<file path="config.mk">
export PLATFORM = sky130hd
export DESIGN_NAME = qrs_window_search
export DESIGN_NICKNAME = d
export VERILOG_FILES = /design/src/rtl/qrs_window_search.sv
export SDC_FILE = /design/constraint.sdc
export NUM_CORES = 1
export LEC_CHECK = 0
export CORE_ASPECT_RATIO = 1.25
export CORE_UTILIZATION = 47
export DETAILED_ROUTE_END_ITERATION = 8
export PLACE_DENSITY = 0.81
export SLEW_MARGIN = 20
export SYNTH_ARGS = -nofsm -noshare
export SYNTH_HDL_FRONTEND = slang
export SYNTH_SLANG_ARGS = --single-unit
</file>
<file path="constraint.sdc">
create_clock -name i_clk -period 2.8 [get_ports i_clk]
set_input_delay 0.28 -clock i_clk [delete_from_list [all_inputs] [get_ports i_clk]]
set_output_delay 0.28 -clock i_clk [all_outputs]
set_load 0.05 [all_outputs]
</file>
<file path="src/rtl/qrs_window_search.sv">
// qrs_window_search: peak search over the short-window abs-diff stream.
// Tracks the running max during init. In run it opens a fixed-length search
// window on a threshold crossing, reports the window max and its sample index,
// then holds off for a refractory period before re-arming.
module qrs_window_search #(
  parameter int DATA_WIDTH  = 11,
  parameter int CTR_WIDTH   = 24,
  parameter int WIN_LEN     = 36,
  parameter int REFRACT_LEN = 72
) (
  input  logic                  i_clk,
  input  logic                  i_nrst,
  input  logic                  i_ce,
  input  logic [DATA_WIDTH-1:0] i_abs_diff,
  input  logic [CTR_WIDTH-1:0]  i_ctr,
  input  logic                  i_search_en,
  input  logic [DATA_WIDTH-1:0] i_threshold,
  output logic [DATA_WIDTH-1:0] o_abs_diff_short_max,
  output logic                  o_abs_diff_short_valid,
  output logic                  o_extremum_found,
  output logic [CTR_WIDTH-1:0]  o_peak_ctr,
  output logic                  o_busy
);

  localparam int CNT_MAX = (WIN_LEN > REFRACT_LEN) ? WIN_LEN : REFRACT_LEN;
  localparam int CNT_W   = $clog2(CNT_MAX + 1);
  localparam logic [CNT_W-1:0] CNT_ONE  = CNT_W'(1);
  localparam logic [CNT_W-1:0] WIN_LAST = CNT_W'(WIN_LEN - 1);
  localparam logic [CNT_W-1:0] REF_LAST = CNT_W'(REFRACT_LEN - 1);

  typedef enum logic [2:0] {
    S_IDLE    = 3'd0,
    S_ARMED   = 3'd1,
    S_WINDOW  = 3'd2,
    S_REPORT  = 3'd3,
    S_REFRACT = 3'd4
  } state_t;

  state_t                state_q, state_nxt;
  logic [DATA_WIDTH-1:0] max_q, max_nxt;
  logic [CTR_WIDTH-1:0]  peak_q, peak_nxt;
  logic [CNT_W-1:0]      win_q, win_nxt;
  logic [CNT_W-1:0]      ref_q, ref_nxt;
  logic                  valid_q, valid_nxt;
  logic                  found_q;

  // Next-state, running max and counter updates
  always_comb begin
    state_nxt = state_q;
    max_nxt   = max_q;
    peak_nxt  = peak_q;
    win_nxt   = win_q;
    ref_nxt   = ref_q;
    valid_nxt = valid_q;
    if (i_ce) valid_nxt = 1'b1;
    case (state_q)
      S_IDLE: begin
        if (i_ce && (i_abs_diff > max_q)) begin
          max_nxt  = i_abs_diff;
          peak_nxt = i_ctr;
        end
        // Arming is a control-path event, not gated by the sample strobe.
        if (i_search_en) state_nxt = S_ARMED;
      end
      S_ARMED: begin
        if (i_ce && i_search_en && (i_abs_diff > i_threshold)) begin
          max_nxt   = i_abs_diff;
          peak_nxt  = i_ctr;
          win_nxt   = CNT_ONE;
          state_nxt = (WIN_LEN == 1) ? S_REPORT : S_WINDOW;
        end
      end
      S_WINDOW: begin
        // search_en is deliberately ignored so a dip cannot abort the window.
        if (i_ce) begin
          win_nxt = win_q + CNT_ONE;
          if (i_abs_diff > max_q) begin
            max_nxt  = i_abs_diff;
            peak_nxt = i_ctr;
          end
          if (win_q == WIN_LAST) state_nxt = S_REPORT;
        end
      end
      S_REPORT: begin
        ref_nxt   = '0;
        state_nxt = S_REFRACT;
      end
      S_REFRACT: begin
        if (i_ce) begin
          ref_nxt = ref_q + CNT_ONE;
          if (ref_q == REF_LAST) state_nxt = S_ARMED;
        end
      end
      default: state_nxt = S_IDLE;
    endcase
  end

  // State and datapath registers with async active-low reset
  always_ff @(posedge i_clk or negedge i_nrst) begin
    if (!i_nrst) begin
      state_q <= S_IDLE;
      max_q   <= '0;
      peak_q  <= '0;
      win_q   <= '0;
      ref_q   <= '0;
      valid_q <= 1'b0;
      found_q <= 1'b0;
    end else begin
      state_q <= state_nxt;
      max_q   <= max_nxt;
      peak_q  <= peak_nxt;
      win_q   <= win_nxt;
      ref_q   <= ref_nxt;
      valid_q <= valid_nxt;
      // Flop mirrors "in REPORT" so the pulse is glitch-free.
      found_q <= (state_nxt == S_REPORT);
    end
  end

  assign o_abs_diff_short_max   = max_q;
  assign o_peak_ctr             = peak_q;
  assign o_abs_diff_short_valid = valid_q;
  assign o_extremum_found       = found_q;
  assign o_busy = (state_q == S_WINDOW) || (state_q == S_REPORT) ||
                  (state_q == S_REFRACT);

endmodule

</file>
==> run metrics, run 1 <==
largest net degree at the start of global routing=55; drt wl/cell=14.43 um; PwrDens=1086 nW/um^2; Vert. Die Dim=about 90 um; Main synth FF type=dfrtp_1; distinct cell type count after synthesis=34; Core Region=5896 um^2; Routed WL=between 6 and 7 mm; total I/O pin count=88; post-CTS setup buffers=0; Post-CTS Resized=0; Seq/Total Area, Yosys=45.98%; Top Metal Used=met4; Post-synth ARST share=100.0%; clock sinks=between 50 and 60; Worst EP arrival=2.69 ns; final worst-path cycle share=88.73%; Min Hold Slack=approximately 0.084 ns; Global Route Usage Sum=20.96%; DRC=0; run status=completed; r2r setup slk=0.46 ns; FP Rows=31; first-pass GRT wire length=~11 mm; Reg-to-Reg End=o_peak_ctr[1]; Clock Pin Slew Worst Setup and Hold Paths=roughly 0.10 ns; Max-Cap Viols=0; gr ovfl total=0; skew final=0.004832 ns; worst-case reg-to-reg path depth=9; fin util=68.34%; area grow syn2layout=37.08%; initial antenna violation count=0; drt via density=roughly 5.1; via count=approximately 2200; Final setup viols=0; Max Slew Vio Count=0; die width=72.73 um; post-layout min period=between 2 and 2.5 ns; number of instances in the placed design=between 400 and 500; Post-Syn Area per Cell=approximately 12 um^2; met3 wire length=around 320 um; Total Nets Final=between 400 and 500; maximum clock frequency=402.5 MHz; Hold Buf Count CTS=0; Antenna Violating Nets Remaining=0; Placer Congestion=0.8467; Synth Instances=255; Initial DRC Count=54; clk_lat worst skew=between 0.3 and 0.4 ns; post-synthesis cell area=2939 um^2; Power Total=4377 uW; initial core utilization=49.85%; RSZ-0062 raised after global routing=false; worst slew pin tran=0.6724 ns; clock buffer count from CTS=5; CTS tree=done; Finished Layout Cells=around 440; sequential cell area=1351 um^2; Ys Warns=0; Worst setup EP type=flip-flop; VDD IR-drop max=0.5506 mV; Req. time, crit path=3.00 ns; wire length on met2=roughly 3.2 mm; met1 wire length=2.666 mm; Rel. slew slack=55.17%; hold crit path type=input pin to async pin; total leakage power=0.001938 uW; Reg2Reg Launch Point=o_abs_diff_short_max[8]; Setup crit start kind=input pin; synthesis-stage register bit count=between 50 and 60; WS Path Type=input pin to flip-flop; Pre-antenna DRT Iters=4; layout cells sized above 1=15.30%; CP max FO=21; H-tree levels=2; ANT cells=0; Syn Nets=329; Post-synth EDFFs=0; Root Buffer=clkbuf_8; IO buf count=87; fillers=476; worst setup path start=i_threshold[6]; Clock Tree Buf Depth=2; multi-input logic area=roughly 1500 um^2; hpwl dp=4.886 mm; Hold Violations, Final=0; die outline area=6576 um^2; vias in the first global route=2308
## kinds of logic after synthesis
logic type,count (synthesis),share of synthesized area [%]
muxes,37,17.92
DFF,54,45.98
buffers and inverters,28,4.342
adders and majority gates,24,10.22
xor gates and xnor gates,4,1.192
and+or+nand+nor,67,11.58
AOI/OAI and AO/OA,41,8.770
## how the worst max path moves through the flow
stage,cells past startpoint,end
floorplan,9,o_abs_diff_short_max[10]
global placement,10,o_peak_ctr[1]
global route,9,o_peak_ctr[20]
CTS,10,o_peak_ctr[1]
finish,10,o_peak_ctr[1]
detailed placement,10,o_peak_ctr[21]
## Yosys cell counts (all sizes together), types with 3 or more instances
cell type,count,area share [%]
nor3,3,0.51
buf,3,1.1
and3,3,0.64
nor2b,3,0.64
nand2b,5,1.1
mux2,35,17
xor2,4,1.2
dfrtp,54,46
clkbuf,3,0.38
inv,22,2.8
ha,24,10
nand2,14,1.8
nand4,8,1.7
a21oi,13,2.2
nor2,20,2.6
a211oi,6,1.5
o21ai,14,2.4
## stage by stage
step / TNS [ns] / instance area, um^2 / setup slack (ns)
6_report: 0 / 4029 / 0.3157
5_1_grt: 0 / 4029 / 0.1803
4_1_cts: 0 / 4029 / 0.3149
3_5_place_dp: -0.2034 / 3943 / -0.01474
3_3_place_gp: 0 / 3943 / 0.04266
2_1_floorplan: 0 / 2939 / 0.2936
## state kept, by name, indices dropped and copies added (netlist names)
signal	flops
o_peak_ctr	24
win_q	7
ref_q	7
state_q	3
o_abs_diff_short_max	11
o_abs_diff_short_valid	1
o_extremum_found	1
## report_power, final
part           switching, uW  total, uW  internal, uW
clock                    260        437           177
combinational           1490       2630          1140
sequential               229       1310          1080
total                   1980       4380          2400
## critical path, cell delays in order
cell	delay [ns]
clkdlybuf4s50_1	0.46
inv_1	0.05
ha_1	0.30
a21oi_1	0.13
o21ai_0	0.11
a2111o_1	0.46
nand2_1	0.10
a21boi_4	0.24
buf_12	0.22
mux2_4	0.32
## area by class of cell
| cell class | instances | share of cell area (%) |
|---|---|---|
| Clock inverter | 2 | 0.3416 |
| Timing Repair Buffer | 96 | 23.48 |
| Clock buffer | 6 | 1.801 |
| Multi-Input combinational cell | 173 | 36.24 |
| Inverter | 22 | 2.050 |
| Tap cell | 82 | 2.547 |
| Sequential cell | 54 | 33.54 |
## cell usage in the layout, fill, tap and decap left out, types with 2 or more instances in the layout
| cell | n |
|---|---|
| nand2_1 | 14 |
| dfrtp_1 | 54 |
| nor2_1 | 20 |
| o21ai_0 | 14 |
| a21oi_1 | 13 |
| nor4b_1 | 2 |
| nand3b_1 | 2 |
| mux2i_1 | 2 |
| buf_4 | 8 |
| clkbuf_8 | 5 |
| nand3_1 | 2 |
| nor3_1 | 3 |
| mux2_2 | 5 |
| nand4_1 | 8 |
| ha_1 | 24 |
| nand2b_1 | 5 |
| nor2b_1 | 3 |
| a211oi_1 | 6 |
| inv_1 | 22 |
| mux2_4 | 30 |
| xor2_1 | 4 |
| a31oi_1 | 2 |
| clkdlybuf4s50_1 | 86 |
| and3_1 | 3 |
## routing by layer
metal	vias up	global-route usage (%)
li1	1091	-
met1	1067	26.66
met2	70	35.44
met3	8	3.348
met4	0	7.516
met5	-	0
No activity file was read; power rests on OpenSTA's default activity.
==> run 2, diff against run 1 <==
--- a/config.mk
+++ b/config.mk
@@ -8,6 +8,7 @@
 export CORE_ASPECT_RATIO = 1.25
 export CORE_UTILIZATION = 47
 export DETAILED_ROUTE_END_ITERATION = 8
+export GPL_TIMING_DRIVEN = 0
 export PLACE_DENSITY = 0.81
 export SLEW_MARGIN = 20
 export SYNTH_ARGS = -nofsm -noshare
==> run 2 against run 1 <==
Effect of this change:
- the run now ends with hold timing left
- clock skew rose by 0.0058 ns
- critical path depth is 1 lower
- sequential power hardly changed
- count of clock-buffer cells in the layout unchanged
- setup slack worse by 0.15 ns
- die area did not move
- routed wire length increased by 2.1%
- worst hold slack worse by 0.089 ns
- sequential cell count unchanged
- first-iteration DRC count rose by 57%
==> run metrics, run 2 (same netlist as run 1, synthesis figures left out) <==
RSZ-0062 raised after global routing=false; initial antenna violation count=0; area grow syn2layout=36.27%; total I/O pin count=88; number of flip-flops in the largest register=24; Root Buffer=clkbuf_8; clk_lat worst skew=0.31 ns; met2 Use GR=between 30% and 40%; total leakage power=0.001914 uW; DRC=0; Core Region=slightly below 6000 um^2; IO buf count=87; Req. time, crit path=3.00 ns; Clock Pin Slew Worst Setup and Hold Paths=0.10 ns; Rel. slew slack=54.87%; Final setup viols=0; post-layout min period=2.631 ns; largest net degree at the start of global routing=55; clock sinks=54; FP Rows=31; die outline area=6576 um^2; skew final=approximately 0.011 ns; Worst EP arrival=between 2 and 3 ns; Pre-antenna DRT Iters=4; failing checks=hold timing; CTS tree=done; clock buffer count from CTS=5; H-tree levels=2; routing usage on met1=23.95%; drt wl/cell=14.83 um; Clock Tree Buf Depth=2; via count=2201; most common cell after layout, fill and taps aside=clkdlybuf4s50_1; Max Slew Vio Count=0; fin util=67.93%; Setup crit start kind=input pin; final worst-path cycle share=93.97%; Min Hold Slack=-0.005240 ns; Total Nets Final=423; Placer Congestion=0.7588; grt peak-use layer=met2; Initial DRC Count=85; post-CTS setup buffers=0; Global Route Usage Sum=20.46%; die width=72.73 um; Max-Cap Viols=0; Antenna Violating Nets Remaining=0; most frequent cells in the layout=86 x clkdlybuf4s50_1, 54 x dfrtp_1, 30 x mux2_4; run status=finished with violations; Vert. Die Dim=90.41 um; Routed WL=6.407 mm; ANT cells=0; maximum clock frequency=380.0 MHz; Post-CTS Resized=0; WS Path Type=input pin to flip-flop; Worst setup EP type=flip-flop; gr ovfl total=0; PwrDens=1099 nW/um^2; Hold Buf Count CTS=0; initial core utilization=49.85%; vias in the first global route=2249; met3 usage=3.571%; worst slew pin tran=slightly below 0.7 ns; layout cells sized above 1=14.00%; VDD IR-drop max=0.7173 mV; CP max FO=10; first-pass GRT wire length=10.43 mm; setup TNS=0 ns; hold crit path type=input pin to async pin; fillers=between 500 and 600; Hold Violations, Final=8; hpwl dp=4.896 mm; drt via density=between 5 and 6
## run 2: area by class of cell
class / count / area (um^2) / share of cell area (%)
repair buffers: 87 / 868.3 / 21.68
clock buffers: 6 / 82.58 / 2.062
plain buffers: 6 / 45.04 / 1.125
well taps: 82 / 102.6 / 2.562
flip-flops and latches: 54 / 1351 / 33.74
multi-input cells: 173 / 1460 / 36.46
inverters: 22 / 82.58 / 2.062
clock inverters: 2 / 12.51 / 0.3124
## run 2: final timing paths
kind                                                 to                    start  slack [ns]  depth (start not counted)
worst max-delay path                      o_peak_ctr[7]            i_abs_diff[6]        0.17                          9
worst min-delay path            o_abs_diff_short_max[3]                   i_nrst      -0.005                          1
worst max register to register            o_peak_ctr[7]  o_abs_diff_short_max[8]        0.33                          9
worst min register to register   o_abs_diff_short_valid   o_abs_diff_short_valid        0.48                          1
max in group asynchronous                      ref_q[1]                   i_nrst        2.35                          1
min in group i_clk               o_abs_diff_short_valid   o_abs_diff_short_valid        0.48                          1
## run 2: worst max-delay path, cell delays in order
cell,delay (ns)
clkdlybuf4s50_1,0.46
ha_1,0.35
a21oi_1,0.12
o21ai_0,0.13
a2111o_1,0.47
nand2_1,0.10
a21boi_4,0.36
buf_6,0.24
mux2_4,0.32
## run 2: report_power, final
group          internal (uW)  leakage, uW  total (uW)  switching (uW)
Combinational           1130      0.00120        2660            1530
Sequential              1080     0.000666        1280             198
Clock                    199    0.0000472         460             261
Total                   2410      0.00191        4400            1990
## run 2: per-stage QoR
step	setup WS, ns	instances	total power (uW)	area, um^2
after floorplan	0.2936	255	3138	2939
after global placement	-0.1729	424	3900	3913
after detailed placement	-0.1785	424	3970	3910
after CTS	0.1632	432	4445	4005
after global routing	0.04111	432	4620	4005
final	0.1688	432	4403	4005
## run 2: routing by layer
layer	part of all wire, %	routed length (um)
met4	2.3	149
met5	0	0
met3	4.2	266
met2	51	3285
met1	42	2706
==> run 3, diff against run 2 <==
--- a/config.mk
+++ b/config.mk
@@ -6,10 +6,11 @@
 export NUM_CORES = 1
 export LEC_CHECK = 0
 export CORE_ASPECT_RATIO = 1.25
-export CORE_UTILIZATION = 47
+export CORE_MARGIN = 3
+export CORE_UTILIZATION = 43
 export DETAILED_ROUTE_END_ITERATION = 8
 export GPL_TIMING_DRIVEN = 0
-export PLACE_DENSITY = 0.81
+export PLACE_DENSITY = 0.78
 export SLEW_MARGIN = 20
 export SYNTH_ARGS = -nofsm -noshare
 export SYNTH_HDL_FRONTEND = slang
==> constraint.sdc (replaced) <==
create_clock -name i_clk -period 2.3 [get_ports i_clk]
set_input_delay 0.23 -clock i_clk [delete_from_list [all_inputs] [get_ports i_clk]]
set_output_delay 0.23 -clock i_clk [all_outputs]
set_load 0.05 [all_outputs]
==> run 3 against run 2 <==
Effect of this change:
- via count increased by 7.8%
- die area increased by 20%
- setup slack got worse by 0.21 ns
- sequential power increased by 23%
- clock power increased by 15%
- worst hold slack improved by 0.24 ns
- the flow finishes with violations (setup timing)
- critical path type unchanged
- global-route usage decreased by 1.6 points
- critical endpoint is now o_peak_ctr[16]
- final cell count increased by 5.3%
- sequential cell count unchanged
- final area increased by 10%
==> run metrics, run 3 (same netlist as run 1, synthesis figures left out) <==
WP buf/inv=4; Pre-antenna DRT Iters=4; PwrDens=~1300 nW/um^2; slowest stage delay, CP=0.47 ns; Worst EP arrival=2.55 ns; drt wl/cell=16.30 um; first-pass GRT wire length=11.82 mm; Initial DRC Count=100; Max-Cap Viols=0; initial core utilization=44.49%; clk_lat worst skew=0.31 ns; Final setup viols=32; final instance area=4410 um^2; Top delay family on crit path=compound AO/OA/AOI/OAI gates; most frequent cells in the layout=65 x clkdlybuf4s50_1, 44 x dfrtp_1, 30 x mux2_4; Placer Congestion=0.7900; Worst path most repeated cell=inv_1; Req. time, crit path=2.50 ns; min-delay src=i_abs_diff[9]; Routed WL=7.418 mm; largest net degree at the start of global routing=55; Reg-to-Reg End=o_peak_ctr[16]; Setup crit start kind=input pin; setup TNS=-0.8090 ns; IO buf count=slightly below 90; hold crit path type=input pin to flip-flop; run status=finished with violations; hpwl dp=4.893 mm; Min-Delay Endpoint=o_abs_diff_short_max[9]; initial antenna violation count=0; Antenna Violating Nets Remaining=0; Reg2Reg Launch Point=o_abs_diff_short_max[9]; DRC=0; Root Buffer=clkbuf_8; skew final=around 0.0099 ns; layout cells sized above 1=a little under a third; Worst setup EP type=flip-flop; failing checks=setup timing; Rel. slew slack=55.20%; area grow syn2layout=50.06%; ANT cells=0; CTS tree=done; Final WS setup=-0.04606 ns; Slowest cell on crit path=a2111o_1; post-layout min period=2.346 ns; fillers=489; clock sinks=54; Clock Tree Buf Depth=2; number of flip-flops in the largest register=24; fin util=66.76%; most common cell after layout, fill and taps aside=clkdlybuf4s50_1; Power Total=slightly below 6000 uW; Hold Path Stages=2; Max Slew Vio Count=0; clock buffer count from CTS=5; die width=approximately 80 um; Core Region=roughly 6600 um^2; total I/O pin count=88; CP max FO=5; dpl ws=-0.6688 ns; worst slew pin tran=0.6721 ns; Vert. Die Dim=about 100 um; via count=between 2000 and 2500; total leakage power=0.002061 uW; Post-DP Area=slightly below 4000 um^2; final worst-path cycle share=102.0%; CP cell instances=clkdlybuf4s15_1 > inv_1 > ha_1 > nand4_1 > inv_1 > a2111o_1 > nand2_2 > a21boi_4 > bufbuf_16 > mux2_4; VDD IR-drop max=0.7284 mV; worst setup path start=i_threshold[9]; r2r setup slk=0.04 ns; maximum clock frequency=426.2 MHz; WS Path Type=input pin to flip-flop; drt via density=about 5.2; RSZ-0062 raised after global routing=true; Total Nets Final=441; Hold Violations, Final=0; Clock Pin Slew Worst Setup and Hold Paths=roughly 0.1 ns; worst-case reg-to-reg path depth=9; H-tree levels=2; gr ovfl total=0; die outline area=around 8000 um^2; vias in the first global route=2433; FP Rows=33; Global Route Usage Sum=18.82%
## run 3: power by group
group / switching (uW) / internal [uW] / leakage, uW
clock: 312 / 216 / 0.0000385
combinational: 2000 / 1650 / 0.00137
sequential: 249 / 1340 / 0.000655
## run 3: routing by layer
layer | wire (um) | up-vias | GRT usage (%)
met4 | 89 | 0 | 4.941
met5 | 0 | - | 0
met2 | 3803 | 92 | 32.91
met1 | 3110 | 1151 | 23.39
li1 | - | 1121 | -
met3 | 414 | 9 | 3.931
## run 3: how the worst max path moves through the flow
stage                               end  slack, ns  cells after the start
3_3_place_gp   o_abs_diff_short_max[10]      -0.82                      1
6_report                 o_peak_ctr[16]      -0.05                     10
5_1_grt                   o_peak_ctr[3]      -0.10                     10
3_5_place_dp             o_peak_ctr[21]      -0.67                      9
2_1_floorplan  o_abs_diff_short_max[10]      0.008                      9
4_1_cts                  o_peak_ctr[10]      0.009                     12
## run 3: metrics by stage
stage                     std cells  hold slack, ns
after global routing            455          0.2324
final                           455          0.2302
after detailed placement        429          0.3167
after global placement          429          0.4513
after CTS                       451          0.3420
after floorplan                 255        -0.06559
## run 3: cell type report
cell class / count / area, um^2 / share of cell area (%)
Timing Repair Buffer: 106 / 1060 / 24.03
Clock inverter: 1 / 7.507 / 0.1702
Clock buffer: 7 / 76.32 / 1.730
Multi-Input combinational cell: 173 / 1665 / 37.76
Tap cell: 87 / 108.9 / 2.468
Sequential cell: 54 / 1364 / 30.92
Inverter: 22 / 82.58 / 1.872
Buffer: 5 / 46.29 / 1.050
## run 3: what timing repair did
item / 4_1_cts / 5_1_grt
setup buffers: 11 / 4
gates resized for setup: 47 / 30
pin swaps: 17 / 12
endpoints found under the hold margin: 54 / 0
setup endpoints to repair: 36 / 42
cloned: 2 / 1
hold buffers: 1 / 0
## run 3: worst register-to-register path: cells and delay by family (launching register included)
kind | cells | cell delay [ns]
simple gates | 4 | 0.56
flops | 1 | 0.40
buf+inv | 2 | 0.39
mux | 1 | 0.30
fa+ha+maj | 1 | 0.26
compound gates | 1 | 0.25
